### src/rtl/sim_test_monitor_pkg.sv
// Purpose : shared types and FSM encodings for the end-of-test monitor.
// Latency : n/a (definitions only).
// Backpressure: n/a.
package sim_test_monitor_pkg;

    localparam int unsigned REG_W_DEF  = 32;
    localparam int unsigned ADDR_W_DEF = 5;
    localparam int unsigned CNT_W_DEF  = 32;

    // Default-width register data / index buses.
    typedef logic [REG_W_DEF-1:0]  reg_bus_t;
    typedef logic [ADDR_W_DEF-1:0] reg_addr_bus_t;

    // Monitor FSM encodings.
    localparam logic [1:0] ST_RUN    = 2'd0;
    localparam logic [1:0] ST_SETTLE = 2'd1;
    localparam logic [1:0] ST_DONE   = 2'd2;

endpackage

### src/rtl/sim_test_monitor_sat_counter.sv
// Purpose : up-counter with sync clear that sticks at all-ones instead of wrapping.
// Latency : count updates one edge after i_en / i_clr.
// Backpressure: none; i_clr has priority over i_en.
//
// Ports:
//   clk    sole clock
//   rst    synchronous active-high reset (count -> 0)
//   i_clr  synchronous clear
//   i_en   increment enable
//   o_cnt  current count
module sim_test_monitor_sat_counter #(
    parameter int unsigned CNT_W = 32
) (
    input  logic             clk,
    input  logic             rst,
    input  logic             i_clr,
    input  logic             i_en,
    output logic [CNT_W-1:0] o_cnt
);

    logic [CNT_W-1:0] r_cnt;
    logic             w_at_max;

    assign w_at_max = &r_cnt;

    always_ff @(posedge clk) begin
        if (rst || i_clr) begin
            r_cnt <= '0;
        end else if (i_en && !w_at_max) begin
            r_cnt <= r_cnt + 1'b1;
        end
    end

    assign o_cnt = r_cnt;

endmodule

### src/rtl/sim_test_monitor.sv
// Purpose : snoops the regfile write port, shadows done/pass/test-number and issues a sticky verdict.
// Latency : done write at edge N -> verdict at edge N+1+SETTLE_CYCLES; timeout verdict at RUN cycle TIMEOUT_CYCLES.
// Backpressure: none; purely observational, never stalls the core.
//
// Ports:
//   clk, rst            sole clock, synchronous active-high reset
//   we_i/waddr_i/wdata_i  regfile write port being snooped
//   done_o              verdict valid (sticky until rst)
//   pass_o/fail_o/timeout_o  one-hot verdict (sticky until rst)
//   testnum_o           NUM_REG shadow captured at the verdict
//   cycles_o            cycles spent in RUN, saturating
module sim_test_monitor
    import sim_test_monitor_pkg::*;
#(
    parameter int unsigned       REG_W          = REG_W_DEF,
    parameter int unsigned       ADDR_W         = ADDR_W_DEF,
    parameter int unsigned       DONE_REG       = 26,
    parameter int unsigned       PASS_REG       = 27,
    parameter int unsigned       NUM_REG        = 3,
    parameter logic [REG_W-1:0]  DONE_VALUE     = REG_W'(1),
    parameter logic [REG_W-1:0]  PASS_VALUE     = REG_W'(1),
    parameter int unsigned       SETTLE_CYCLES  = 5,
    parameter int unsigned       TIMEOUT_CYCLES = 5000,
    parameter int unsigned       CNT_W          = CNT_W_DEF
) (
    input  logic              clk,
    input  logic              rst,
    input  logic              we_i,
    input  logic [ADDR_W-1:0] waddr_i,
    input  logic [REG_W-1:0]  wdata_i,
    output logic              done_o,
    output logic              pass_o,
    output logic              fail_o,
    output logic              timeout_o,
    output logic [REG_W-1:0]  testnum_o,
    output logic [CNT_W-1:0]  cycles_o
);

    localparam bit               TO_EN       = (TIMEOUT_CYCLES != 0);
    localparam logic [CNT_W-1:0] TO_LAST     = CNT_W'(TIMEOUT_CYCLES - 1);
    localparam logic [CNT_W-1:0] SETTLE_LAST = CNT_W'(SETTLE_CYCLES - 1);

    logic [REG_W-1:0] r_shadow_done;
    logic [REG_W-1:0] r_shadow_pass;
    logic [REG_W-1:0] r_shadow_num;

    logic [1:0]       r_state;
    logic [1:0]       w_state_nxt;

    logic             r_done;
    logic             r_pass;
    logic             r_fail;
    logic             r_timeout;
    logic [REG_W-1:0] r_testnum;

    logic             w_wr_ok;
    logic             w_done_seen;
    logic             w_pass_seen;
    logic             w_to_hit;
    logic             w_settle_end;
    logic             w_cyc_en;
    logic             w_settle_clr;
    logic             w_settle_en;
    logic [CNT_W-1:0] w_cycles;
    logic [CNT_W-1:0] w_settle_cnt;

    // x0 is hardwired zero in the core, so writes to it never reach a shadow.
    assign w_wr_ok = we_i && (waddr_i != '0);

    always_ff @(posedge clk) begin
        if (rst) begin
            r_shadow_done <= '0;
            r_shadow_pass <= '0;
            r_shadow_num  <= '0;
        end else if (w_wr_ok) begin
            if (waddr_i == ADDR_W'(DONE_REG)) r_shadow_done <= wdata_i;
            if (waddr_i == ADDR_W'(PASS_REG)) r_shadow_pass <= wdata_i;
            if (waddr_i == ADDR_W'(NUM_REG))  r_shadow_num  <= wdata_i;
        end
    end

    // Detection looks at the registered shadows, hence one cycle after the write.
    assign w_done_seen  = (r_shadow_done == DONE_VALUE);
    assign w_pass_seen  = (r_shadow_pass == PASS_VALUE);
    assign w_to_hit     = TO_EN && (w_cycles == TO_LAST);
    assign w_settle_end = (w_settle_cnt == SETTLE_LAST);

    always_comb begin
        w_state_nxt = r_state;
        case (r_state)
            ST_RUN: begin
                // done takes precedence over a coincident timeout
                if (w_done_seen) begin
                    w_state_nxt = ST_SETTLE;
                end else if (w_to_hit) begin
                    w_state_nxt = ST_DONE;
                end
            end
            ST_SETTLE: begin
                if (w_settle_end) begin
                    w_state_nxt = ST_DONE;
                end
            end
            ST_DONE: begin
                w_state_nxt = ST_DONE;
            end
            default: begin
                w_state_nxt = ST_RUN;
            end
        endcase
    end

    always_ff @(posedge clk) begin
        if (rst) begin
            r_state <= ST_RUN;
        end else begin
            r_state <= w_state_nxt;
        end
    end

    // The RUN count only advances on edges that stay in RUN, so it reads
    // TIMEOUT_CYCLES-1 after a full timeout budget.
    assign w_cyc_en     = (r_state == ST_RUN) && (w_state_nxt == ST_RUN);
    assign w_settle_clr = (r_state != ST_SETTLE);
    assign w_settle_en  = (r_state == ST_SETTLE);

    sim_test_monitor_sat_counter #(
        .CNT_W (CNT_W)
    ) u_cycle_cnt (
        .clk   (clk),
        .rst   (rst),
        .i_clr (1'b0),
        .i_en  (w_cyc_en),
        .o_cnt (w_cycles)
    );

    sim_test_monitor_sat_counter #(
        .CNT_W (CNT_W)
    ) u_settle_cnt (
        .clk   (clk),
        .rst   (rst),
        .i_clr (w_settle_clr),
        .i_en  (w_settle_en),
        .o_cnt (w_settle_cnt)
    );

    // Verdict flops: written only on the single edge that enters DONE.
    always_ff @(posedge clk) begin
        if (rst) begin
            r_done    <= 1'b0;
            r_pass    <= 1'b0;
            r_fail    <= 1'b0;
            r_timeout <= 1'b0;
            r_testnum <= '0;
        end else if ((r_state == ST_RUN) && !w_done_seen && w_to_hit) begin
            r_done    <= 1'b1;
            r_timeout <= 1'b1;
            r_testnum <= r_shadow_num;
        end else if ((r_state == ST_SETTLE) && w_settle_end) begin
            r_done    <= 1'b1;
            r_pass    <= w_pass_seen;
            r_fail    <= !w_pass_seen;
            r_testnum <= r_shadow_num;
        end
    end

    assign done_o    = r_done;
    assign pass_o    = r_pass;
    assign fail_o    = r_fail;
    assign timeout_o = r_timeout;
    assign testnum_o = r_testnum;
    assign cycles_o  = w_cycles;

endmodule

### config.mk
export PLATFORM = sky130hd
export DESIGN_NAME = sim_test_monitor
export DESIGN_NICKNAME = d
export VERILOG_FILES = /design/src/rtl/sim_test_monitor_pkg.sv /design/src/rtl/sim_test_monitor_sat_counter.sv /design/src/rtl/sim_test_monitor.sv
export SDC_FILE = /design/constraint.sdc
export NUM_CORES = 1
export LEC_CHECK = 0
export ABC_AREA = 1
export BUFFER_PORTS_ARGS = -buffer_cell sky130_fd_sc_hd__buf_2
export CAP_MARGIN = 20
export CORE_AREA = 5 5 139 141
export CTS_CLUSTER_DIAMETER = 100
export DETAILED_ROUTE_END_ITERATION = 10
export DIE_AREA = 0 0 144 146
export GPL_ROUTABILITY_DRIVEN = 0
export PLACE_DENSITY = 0.75
export SYNTH_ARGS = -nofsm -noshare
export SYNTH_HDL_FRONTEND = slang
export SYNTH_HIERARCHICAL = 1
export SYNTH_SLANG_ARGS = --single-unit
export TNS_END_PERCENT = 100
### constraint.sdc
create_clock -name clk -period 2.7 [get_ports clk]
set_input_delay 0.135 -clock clk [delete_from_list [all_inputs] [get_ports clk]]
set_output_delay 0.135 -clock clk [all_outputs]
set_load 0.005 [all_outputs]
# Word level (Yosys, flattened, before mapping)
# Cells that the tools add are included.
[classes]
n_addsub = 2
reduce_logical = 22
n_mux = 8
bitwise = 1
n_eq_ne = 10
[ops]
columns = ["op", "count"]
rows = [
  ["$add 32x1->32 const B", 2],
  ["$eq 32x1->1 const B", 2],
  ["$mux 32", 2],
  ["$reduce_and 32->1", 2],
  ["$eq 32x13->1 const B", 1],
  ["$eq 32x3->1 const B", 1],
  ["$eq 5x5->1 const B", 2],
  ["$reduce_and 2->1", 4],
  ["$logic_and 1x1->1", 7],
  ["$mux 2", 3],
  ["$pmux 2 s3", 1],
  ["$eq 5x2->1 const B", 1],
  ["$reduce_bool 5->1", 1],
  ["$logic_not 1->1", 4],
  ["$logic_not 2->1", 2],
  ["$eq 2x1->1 const B", 1],
  ["$eq 2x2->1 const B", 1],
  ["$mux 1", 2],
  ["$ne 2x1->1 const B", 1],
  ["$reduce_bool 2->1", 1],
  ["$logic_or 1x1->1", 1],
  ["$not 1->1", 1],
]
[totals]
reg_bits = 198
input_bits = 40

# Longest topological paths before layout
# Gate-level depths: netlist of run 1.
[logic_depth]
word_depth = 7
depth_mapped = 21
ltp_nobuf = 18

# By module
# Netlist of run 1, hierarchy kept.
[modules_own_cells]
columns = ["mod", "n_inst", "cells_per_inst", "area_per_inst_um2"]
rows = [
  ["sim_test_monitor", 1, 791, 5582.9],
  ["sim_test_monitor_sat_counter", 2, 347, 2029.4],
]

# Worst setup path after synthesis of run 1
# Ideal clock, no wire load.
[synth_timing]
path_kind = "reg2reg"
from = "register r_shadow_done[25]"
to = "register u_cycle_cnt.r_cnt[25], in the netlist u_cycle_cnt/o_cnt[25]"
arrival_time_ns = 2.136
path_stages_with_launch = 20
setup_slack_ns = 0.446
setup_time_ns = 0.117
path_cell_list = "dfxtp_1 inv_1 nand2_1 nor2_1 nand2_1 nor2_1 nand2_1 nand2_2 buf_4 buf_6 nand4_1 inv_1 buf_2 inv_2 nor2_1 nand2_1 nor2_1 nand4_1 nand2_1 nor2_1"
[synth_via]
elab_chain_cells = 6
[synth_rtl]
columns = ["element", "line_no", "source"]
rows = [
  ["start, declared", "sim_test_monitor.sv:43", "logic [REG_W-1:0] r_shadow_done;"],
  ["start signal, assigned", "sim_test_monitor.sv:76", "if (waddr_i == ADDR_W'(DONE_REG)) r_shadow_done <= wdata_i;"],
  ["$eq 32x1->1", "sim_test_monitor.sv:83", "assign w_done_seen = (r_shadow_done == DONE_VALUE);"],
  ["$mux 2", "sim_test_monitor.sv:93", "if (w_done_seen) begin"],
  ["$pmux 2 s3", "sim_test_monitor.sv:90", "case (r_state)"],
  ["$logic_not 2->1", "sim_test_monitor.sv:123", "assign w_cyc_en = (r_state == ST_RUN) && (w_state_nxt == ST_RUN);"],
  ["$logic_and 1x1->1", "sim_test_monitor.sv:123", ""],
  ["named net w_cyc_en", "sim_test_monitor.sv:61", "logic w_cyc_en;"],
  ["$logic_and 1x1->1", "sim_test_monitor_sat_counter.sv:29", "end else if (i_en && !w_at_max) begin"],
  ["end signal, assigned", "sim_test_monitor_sat_counter.sv:30", "r_cnt <= r_cnt + 1'b1;"],
  ["end, declared", "sim_test_monitor_sat_counter.sv:21", "logic [CNT_W-1:0] r_cnt;"],
]
# The timed path passes the listed nets, and every way through them passes these cells.
# A chain may end at the register's enable or synchronous reset.

# Worst setup path in the final report of run 1
[layout_timing]
from = "register r_shadow_done[29]"
to = "register u_cycle_cnt.r_cnt[25], in the netlist u_cycle_cnt/o_cnt[25]"
# The elaborated chain is that of the path after synthesis.

==> run summary, run 1 <==
drt total wl: 24900 um
VDD IR max: 0.000450 V
drt wl/cell: 13.7 um
via count: 9667
Root Buffer: clkbuf_16
TritonCTS clock tree: done
Critical Path Fanout Max: 9
die area: 21000 um2
vias per std cell: 5.33
post-synthesis sequential area ratio: 41.1%
PortBufs: 107
core area: 17800 um2
Site Rows: 49
drc violations: 0
crit-path cells: inv_1, nand2_1, nor2_1, nand2_1, nor2_1, nand2_1, nand2_2, nand4_1, inv_1, inv_2, nor2_1, nand2_1, nor2_1, nand4_1, nand2_1, nor2_1
Fin Setup TNS: 0 ns
hpwl dp: 17500 um
Vert. Die Dim: 146 um
Synth Instances: 1485
Max Slew Vio Count: 0
final setup margin: 0.457 ns
Final period util: 83.1%
Final Hold Slack: 0.0111 ns
Final setup viols: 0
Initial DRC Count: 943
Post-synth top cells: nor2_1 (321), nand2_1 (289), dfxtp_1 (198)
Yosys top cell area share: 41.1%
Critical Path End Type: flip-flop
worst-margin pin slew: 0.720 ns
Antenna diodes: 0
YS warnings: 6
Crit-path slowest cell: dfxtp_1
area grow syn2layout: 13.6%
post-synth cell types: 31
FMAX: 446 MHz
GRT Total Usage: 23.8%
worst path arrival time: 2.56 ns
share of layout cells above drive strength 1: 12.4%
largest net degree at the start of global routing: 68
top cells by area, synth: dfxtp_1 (41%), nor2_1 (12%), nand2_1 (11%), a21oi_1 (7.3%), nand3_1 (6.9%)
Place WS: 0.516 ns
power per standard cell area: 521 nW/um2
Leak: 4.53 nW
RSZ-0062 raised after global routing: false
CP peak stage delay: 0.31 ns
initial cell density of the core: 54.0%
WP data required: 3.01 ns
Post CTS Setup Buffer Count: 0
initial antenna violation count: 0
Pwr Total: 5.70 mW
CTS Hold Bufs: 6
PostCTS Resize Cnt: 0
most used flip-flop cell after synthesis: dfxtp_1
vias in the first global route: 8539
Hold Crit Class: primary input to flip-flop
final net count: 1616
clk_skew: 0.0107 ns
EDFF count, synth: 0
max cap viols: 0
grt total ovfl: 0
worst-skew pair later-pin latency: 0.43 ns
Sink Count: 198
Post-Synthesis Net Count: 1527
synthesized flop and latch total: 198
first-pass GRT wire length: 41600 um
Synth area leader: dfxtp_1
Setup CP Type: flip-flop to flip-flop
crit path launch type: flip-flop
CTS Buf Count: 17
fin util: 61.4%
crit path time final: 2.24 ns
CTS H-tree depth: 4
Max-Slew Margin vs Limit: 51.9%
post-detailed-route count of antenna-violating nets: 0
status: complete, no violations
FFs w/ async S/R, synth: 0%
clock slew at reported path FFs: 0.07 ns
die width: 144 um
Max Buffers Root-to-Sink: 2
Mean Syn Cell Area: 6.49 um2
Pre-antenna DRT Iters: 6
Final Hold Fails: 0
Post-Syn Area: 9640 um2
most numerous cell in the Yosys netlist: nor2_1
IO Pins: 108
## final timing paths
kind / depth (start not counted) / slack [ns] / from / endpoint
setup reg to reg: 16 / 0.46 / r_shadow_done[29] / u_cycle_cnt/o_cnt[25]
hold reg to reg: 2 / 0.45 / r_shadow_done[24] / r_shadow_done[24]
setup / recovery: 16 / 0.46 / r_shadow_done[29] / u_cycle_cnt/o_cnt[25]
hold / removal: 3 / 0.01 / wdata_i[6] / r_shadow_pass[6]
## layer usage
| metal | global-route usage [%] | routed length, um | up-vias |
|---|---|---|---|
| met5 | 0 | 0 | - |
| met4 | 7.20 | 581 | 0 |
| met3 | 4.07 | 1540 | 45 |
| met2 | 37.4 | 11600 | 320 |
| met1 | 33.4 | 11200 | 4372 |
| li1 | - | - | 4930 |
## cell families after synthesis
logic type	synth area share (%)
XOR/XNOR	0.182
AO/OA/AOI/OAI	11.4
buffers and inverters	9.98
adder cells (fa/ha/maj)	0.259
AND/OR/NAND/NOR	37.0
other	0.0389
flip-flops	41.1
## report_power, final
group | switching [mW] | total (mW) | internal (mW) | leakage, nW
clock network | 1.14 | 2.55 | 1.41 | 0.280
registers | 0.00915 | 2.95 | 2.94 | 1.60
logic | 0.133 | 0.204 | 0.0707 | 2.65
## worst max-delay path: cells and delay by family, from the launching register on
kind	cells	cell delay [ns]
simple gates	13	1.56
flops	1	0.31
buf+inv	3	0.25
## per-stage QoR
step / instance area, um2 / std cells
floorplan: 9640 / 1485
global placement: 10300 / 1778
detailed placement: 10300 / 1778
CTS: 10900 / 1815
global route: 10900 / 1815
finish: 10900 / 1815
## cells in the final DEF, fill, tap and decap left out, drive strengths merged, types with 13 or more instances in the layout
cell type	netlist	layout
a21oi	140	140
buf	32	130
clkbuf	34	20
dfxtp	198	198
inv	163	168
nand2	298	298
nand3	134	134
nand4	45	45
nor2	336	336
nor3	13	13
o21ai	73	73
## cell type report
cell class                 instances  area, um2
clock buffer                      20        447
clock inverter                    11        139
fill                            1708       6890
inverter                         163        612
multi-input combinational       1058       4720
sequential                       198       3960
tap                              229        287
timing repair buffer             136        781
## state kept, by name (all words and copies together), names as in the netlist
register	flops
r_shadow_done	32
r_state	2
testnum_o	32
done_o	1
fail_o	1
timeout_o	1
r_shadow_num	32
u_cycle_cnt/o_cnt	32
pass_o	1
u_settle_cnt/o_cnt	32
r_shadow_pass	32
No activity file was read; power rests on OpenSTA's default activity.
==> inputs of run 2 (changes only) <==
--- a/config.mk
+++ b/config.mk
@@ -8,12 +8,12 @@
 export ABC_AREA = 1
 export BUFFER_PORTS_ARGS = -buffer_cell sky130_fd_sc_hd__buf_2
 export CAP_MARGIN = 20
-export CORE_AREA = 5 5 139 141
+export CORE_AREA = 5 5 141 143
 export CTS_CLUSTER_DIAMETER = 100
 export DETAILED_ROUTE_END_ITERATION = 10
-export DIE_AREA = 0 0 144 146
+export DIE_AREA = 0 0 146 148
 export GPL_ROUTABILITY_DRIVEN = 0
-export PLACE_DENSITY = 0.75
+export PLACE_DENSITY = 0.76
 export SYNTH_ARGS = -nofsm -noshare
 export SYNTH_HDL_FRONTEND = slang
 export SYNTH_HIERARCHICAL = 1
==> constraint.sdc (replaced) <==
create_clock -name clk -period 1.94 [get_ports clk]
set_input_delay 0.097 -clock clk [delete_from_list [all_inputs] [get_ports clk]]
set_output_delay 0.097 -clock clk [all_outputs]
set_load 0.005 [all_outputs]
==> run 2 against run 1 <==
  * The flow now finishes with violations (negative setup slack)
  * Register-to-register slack got worse by 0.51 ns
  * Clock power up 49%
  * Die area grew 2.8%
  * Combinational power increased by 69%
  * Utilization increased by 4.6 points
  * Worst hold slack improved by 0.023 ns
  * Clock skew up 0.0047 ns
  * Sequential power grew 39%
  * Flip-flop and latch count unchanged
  * Cell area increased by 11%
  * Maximum frequency increased by 12%
  * Critical path type unchanged
  * Critical endpoint is now u_cycle_cnt/o_cnt[2]
  * Largest cell class unchanged
==> run summary, run 2 (synthesis gave the netlist of run 1 again) <==
Final Hold Slack: 0.0338 ns (+0.0227 ns)
area grow syn2layout: 26.3%
Max Slew Vio Count: 0 (unchanged)
WP data required: 2.30 ns (-0.71 ns)
hpwl dp: 18700 um (+7.2%)
hold path startpoint: rst
GRT Total Usage: 24.1% (+0.29 points)
grt total ovfl: 0 (unchanged)
IO Pins: 108 (unchanged)
max cap viols: 0 (unchanged)
vias in the first global route: 9073 (+6.3%)
clock slew at reported path FFs: 0.07 ns (about the same)
VDD IR max: 0.000631 V (+40%)
RSZ-0062 raised after global routing: true
share of layout cells above drive strength 1: 19.8% (+7.3 points)
Root Buffer: clkbuf_16
TritonCTS clock tree: done
Critical Path End Type: flip-flop
drt wl/cell: 13.9 um (+1.5%)
fillers: 1578 (-7.6%)
Setup CP Type: flip-flop to flip-flop
CTS Buf Count: 17 (unchanged)
Antenna diodes: 0 (unchanged)
post-detailed-route count of antenna-violating nets: 0 (unchanged)
cell area after layout: 12200 um2 (+11%)
Worst setup startpoint: u_cycle_cnt/o_cnt[1]
vias per std cell: 5.32 (-0.18%)
Critical Path Fanout Max: 29 (+20)
initial antenna violation count: 0 (unchanged)
core area: 18500 um2 (+3.4%)
Final setup viols: 17 (+17)
commonest non-fill, non-tap cells in the layout: nor2_1 (307), nand2_1 (283), dfxtp_1 (195), inv_1 (149), a21oi_1 (139)
largest net degree at the start of global routing: 68 (unchanged)
Final Hold Fails: 0 (unchanged)
leading cell type in the layout, fill and taps excluded: nor2_1
Vert. Die Dim: 148 um (+1.4%)
initial cell density of the core: 52.2% (-1.8 points)
worst-margin pin slew: 0.654 ns (-0.0654 ns)
final net count: 1734 (+7.3%)
Initial DRC Count: 1027 (+8.9%)
status: complete, but fails checks
fin util: 66.0% (+4.6 points)
Leak: 5.20 nW (+15%)
Max Buffers Root-to-Sink: 2 (unchanged)
worst-skew pair later-pin latency: 0.44 ns (about the same)
first-pass GRT wire length: 43500 um (+4.6%)
clk_skew: 0.0155 ns (+0.00472 ns)
Hold Crit Class: primary input to flip-flop
power per standard cell area: 677 nW/um2 (+30%)
CTS H-tree depth: 4 (unchanged)
die width: 146 um (+1.4%)
PortBufs: 107 (unchanged)
drc violations: 0 (unchanged)
Pre-antenna DRT Iters: 6 (unchanged)
Sink Count: 198 (unchanged)
failing checks: negative setup slack
Max-Slew Margin vs Limit: 56.4% (+4.5 points)
worst path arrival time: 2.35 ns (-0.21 ns)
crit path launch type: flip-flop
FMAX: 501 MHz (+12%)
FF-to-FF Start: u_cycle_cnt/o_cnt[1]
Final period util: 103% (+20 points)
crit path time final: 2.00 ns (-0.248 ns)
die area: 21600 um2 (+2.8%)
final setup margin: -0.0555 ns (-0.512 ns)
placed cell areas: 11000 um2 (+6.7%)
via count: 10309 (+6.6%)
drt total wl: 27000 um (+8.4%)
Site Rows: 50 (+2.0%)
==> run 2: cell count changes in the layout (fill, tap and decap cells not counted), moves of 7 or more <==
cell and delta:
buf_4 +88, nor3_1 -7, nor2_2 +9, dlygate4sd3_1 +26
inv_1 -7, nor2_1 -14
==> run 2: layout make-up <==
| class | count | area (um2) | area share [%] |
|---|---|---|---|
| sequential | 198 | 3970 | 32.6 |
| clock inverter | 13 | 180 | 1.48 |
| inverter | 163 | 622 | 5.11 |
| timing repair buffer | 254 | 1760 | 14.5 |
| tap | 234 | 293 | 2.40 |
| clock buffer | 19 | 453 | 3.72 |
| multi-input combinational | 1058 | 4900 | 40.2 |
==> run 2: stage by stage <==
step / setup WS, ns / instances / power, mW / setup TNS, ns
after floorplan: -0.0389 / 1485 / 4.34 / -0.127
after global placement: -0.0730 / 1867 / 4.47 / -0.518
after detailed placement: -0.169 / 1867 / 4.47 / -2.24
after CTS: -0.0262 / 1934 / 8.27 / -0.0456
after global routing: -0.237 / 1939 / 8.50 / -7.98
final: -0.0555 / 1939 / 8.25 / -0.450
==> run 2: timing repair <==
item,CTS,global route
hold buffers,32,0
endpoints found under the hold margin,86,0
resized for setup,6,43
setup buffers,3,5
pin swaps,2,25
setup endpoints to repair,23,78
==> run 2: critical path: stages, from the launching register on <==
cell     delay [ns]
dfxtp_1        0.39
ha_1           0.22
nand2_1        0.11
nor2_4         0.16
nand2_4        0.13
nor2_2         0.22
nand2_4        0.15
buf_12         0.21
nand2_2        0.11
nand2_1        0.06
a21oi_1        0.16
==> run 2: routing by layer <==
layer | global-route usage [%] | vias to the layer above | wire, um
met5 | 0 | - | 0
met4 | 8.51 | 0 | 748
met3 | 4.35 | 75 | 1810
met2 | 40.7 | 415 | 12900
met1 | 31.1 | 4654 | 11600
li1 | - | 5165 | -
==> run 2: path summary, 6_finish.rpt <==
check | to | slack (ns) | depth (start not counted)
setup / recovery | u_cycle_cnt/o_cnt[2] | -0.06 | 10
hold / removal | r_shadow_done[19] | 0.03 | 2
setup reg to reg | u_cycle_cnt/o_cnt[2] | -0.06 | 10
hold reg to reg | r_shadow_pass[19] | 0.45 | 2
==> run 2: report_power, final <==
group | switching [mW] | total (mW) | internal [mW]
Sequential | 0.0119 | 4.10 | 4.09
Combinational | 0.201 | 0.344 | 0.143
Clock | 1.66 | 3.81 | 2.14
Total | 1.88 | 8.25 | 6.37
==> inputs of run 3 (changes only) <==
--- a/config.mk
+++ b/config.mk
@@ -13,6 +13,7 @@
 export DETAILED_ROUTE_END_ITERATION = 10
 export DIE_AREA = 0 0 146 148
 export GPL_ROUTABILITY_DRIVEN = 0
+export MAX_ROUTING_LAYER = met4
 export PLACE_DENSITY = 0.76
 export SYNTH_ARGS = -nofsm -noshare
 export SYNTH_HDL_FRONTEND = slang
==> run 3 against run 2 <==
  * The run still ends with negative setup slack left
  * Cell count did not move
  * Flip-flop and latch count unchanged
  * Global-route usage up 0.74 points
  * First-iteration DRC count increased by 7.7%
  * Sequential share of layout area is essentially flat
  * Power about the same
  * Worst setup slack worse by 0.017 ns
  * Via count rose by 0.56%
  * Non-clock buffer count is the same
  * Register-to-register slack got worse by 0.02 ns
  * Combinational power about the same
  * Critical endpoint is now u_cycle_cnt/o_cnt[21]
==> run summary, run 3 (synthesis gave the netlist of run 1 again) <==
RSZ-0062 raised after global routing: true
status: complete, but fails checks
worst-margin pin slew: 0.658 ns (+0.00393 ns)
sw power: 1.87 mW (-0.22%)
TritonCTS clock tree: done
area grow syn2layout: 26.3% (about the same)
Critical Path End Type: flip-flop
Vert. Die Dim: 148 um (unchanged)
Place WS: -0.169 ns (unchanged)
power per standard cell area: 677 nW/um2 (about the same)
failing checks: negative setup slack
commonest non-fill, non-tap cells in the layout: nor2_1 (307), nand2_1 (283), dfxtp_1 (195), inv_1 (149), a21oi_1 (139)
drc violations: 0 (unchanged)
VDD IR max: 0.000628 V (-0.48%)
max cap viols: 0 (unchanged)
CP peak stage delay: 0.32 ns (-0.07 ns)
die area: 21600 um2 (unchanged)
clock slew at reported path FFs: 0.07 ns (about the same)
Max-Slew Margin vs Limit: 56.1% (-0.26 points)
WL met3: 1850 um (+2.3%)
Sink Count: 198 (unchanged)
Final Hold Fails: 0 (unchanged)
drt total wl: 27100 um (+0.13%)
CTS H-tree depth: 4 (unchanged)
Placed Cells: 1867 (unchanged)
worst-skew pair later-pin latency: 0.44 ns (about the same)
Top Layer Used: met4
sequential power share: 49.7% (about the same)
WP data required: 2.27 ns (-0.03 ns)
Initial DRC Count: 1106 (+7.7%)
first-pass GRT wire length: 43500 um (about the same)
Root Buffer: clkbuf_16
grt total ovfl: 0 (unchanged)
met2 WL post-DR: 12900 um (-0.13%)
Worst Path Buf+Inv: 2 (+1)
Max Slew Vio Count: 0 (unchanged)
largest net degree at the start of global routing: 68 (unchanged)
share of layout cells above drive strength 1: 19.8% (unchanged)
via count: 10367 (+0.56%)
GRT Total Usage: 24.8% (+0.74 points)
Leak: 5.20 nW (about the same)
crit path launch type: flip-flop
Fin Setup TNS: -0.688 ns (-0.238 ns)
CTS Buf Count: 17 (unchanged)
leading cell type in the layout, fill and taps excluded: nor2_1
worst path arrival time: 2.34 ns (about the same)
core area: 18500 um2 (unchanged)
Pwr Total: 8.25 mW (about the same)
Max Buffers Root-to-Sink: 2 (unchanged)
Critical Path Fanout Max: 6 (-79%)
vias in the first global route: 9055 (-0.20%)
WL met1: 11600 um (+0.19%)
final net count: 1734 (unchanged)
FMAX: 497 MHz (-0.82%)
final setup margin: -0.0721 ns (-0.0166 ns)
Comb pwr share: 4.2% (about the same)
initial antenna violation count: 0 (unchanged)
crit path time final: 2.01 ns (+0.0166 ns)
Antenna diodes: 0 (unchanged)
Hold Crit Class: primary input to flip-flop
Pre-antenna DRT Iters: 6 (unchanged)
post-detailed-route count of antenna-violating nets: 0 (unchanged)
Crit path max-delay family: simple AND/OR/NAND/NOR gates
Final setup viols: 21 (+4)
Final Non-Filler Cells: 1939 (unchanged)
Internal Power: 6.37 mW (about the same)
vias per std cell: 5.35 (+0.56%)
Setup CP Type: flip-flop to flip-flop
clk_skew: 0.0159 ns (+0.000396 ns)
crit-path cells: inv_2, nand2_1, nor2_1, nand2_1, nor2_2, nand2_2, nand2_2, nand4_1, inv_2, nand4_1, nor2_4, nand4_1, nand2_1, nor2_1
die width: 146 um (unchanged)
Site Rows: 50 (unchanged)
initial cell density of the core: 52.2% (unchanged)
clock share of power: 46.1% (about the same)
switching share of total power: 22.7% (-0.038 points)
IO Pins: 108 (unchanged)
hpwl dp: 18700 um (unchanged)
drt wl/cell: 14.0 um (+0.13%)
PortBufs: 107 (unchanged)
Crit-path slowest cell: dfxtp_1
Final period util: 104% (+0.86 points)
## run 3: cell counts in the layout (fill, tap and decap cells not counted)
No cell type changed its count.
## run 3: layer usage
layer	vias to the layer above	global-route usage, %
met3	80	4.08
met2	450	40.7
met4	0	8.51
li1	5171	-
met1	4666	31.3
met5	-	-
## run 3: final timing paths
path,startpoint,end,slack [ns],cells after the start
worst min register to register,r_shadow_pass[17],r_shadow_pass[17],0.46,2
worst min-delay path,rst,r_state[0],0.04,2
worst max register to register,r_shadow_done[29],u_cycle_cnt/o_cnt[21],-0.07,14
worst max-delay path,r_shadow_done[29],u_cycle_cnt/o_cnt[21],-0.07,14
## run 3: stage by stage
step / instance area (um2) / utilization [%] / hold WS (ns)
floorplan: 9680 / - / 0.261
CTS: 12000 / 65.0 / 0.0270
detailed placement: 11000 / 59.6 / 0.404
global route: 12200 / 66.0 / 0.0426
finish: 12200 / 66.0 / 0.0374
global placement: 11000 / 59.6 / 0.396
## run 3: worst register-to-register path: cells and delay by family (launching register included)
kind          cells  cell delay [ns]
flops             1             0.32
buf+inv           2             0.23
simple gates     12             1.36
## run 3: layout make-up
cell class / instances / area, um2
clock buffers: 19 / 453
clock inverters: 13 / 180
fillers: 1579 / 6280
inverters: 163 / 622
multi-input cells: 1058 / 4900
flip-flops and latches: 198 / 3970
well taps: 234 / 293
repair buffers: 254 / 1760
## run 3: timing repair
| item | CTS | global route |
|---|---|---|
| gates cloned | 0 | 0 |
| setup endpoints to repair | 23 | 78 |
| resized for setup | 6 | 42 |
| buffers inserted | 3 | 5 |
| endpoints found under the hold margin | 86 | 0 |
| pin swaps | 2 | 25 |
| hold buffers | 32 | 0 |
## run 3: power by group through the flow
stage | clock network (mW) | registers [mW] | logic [mW]
after floorplan | 0 | 4.19 | 0.154
after global placement | 0 | 4.19 | 0.279
after detailed placement | 0 | 4.19 | 0.282
after CTS | 3.84 | 4.10 | 0.335
after global routing | 4.02 | 4.10 | 0.379
final | 3.80 | 4.10 | 0.344
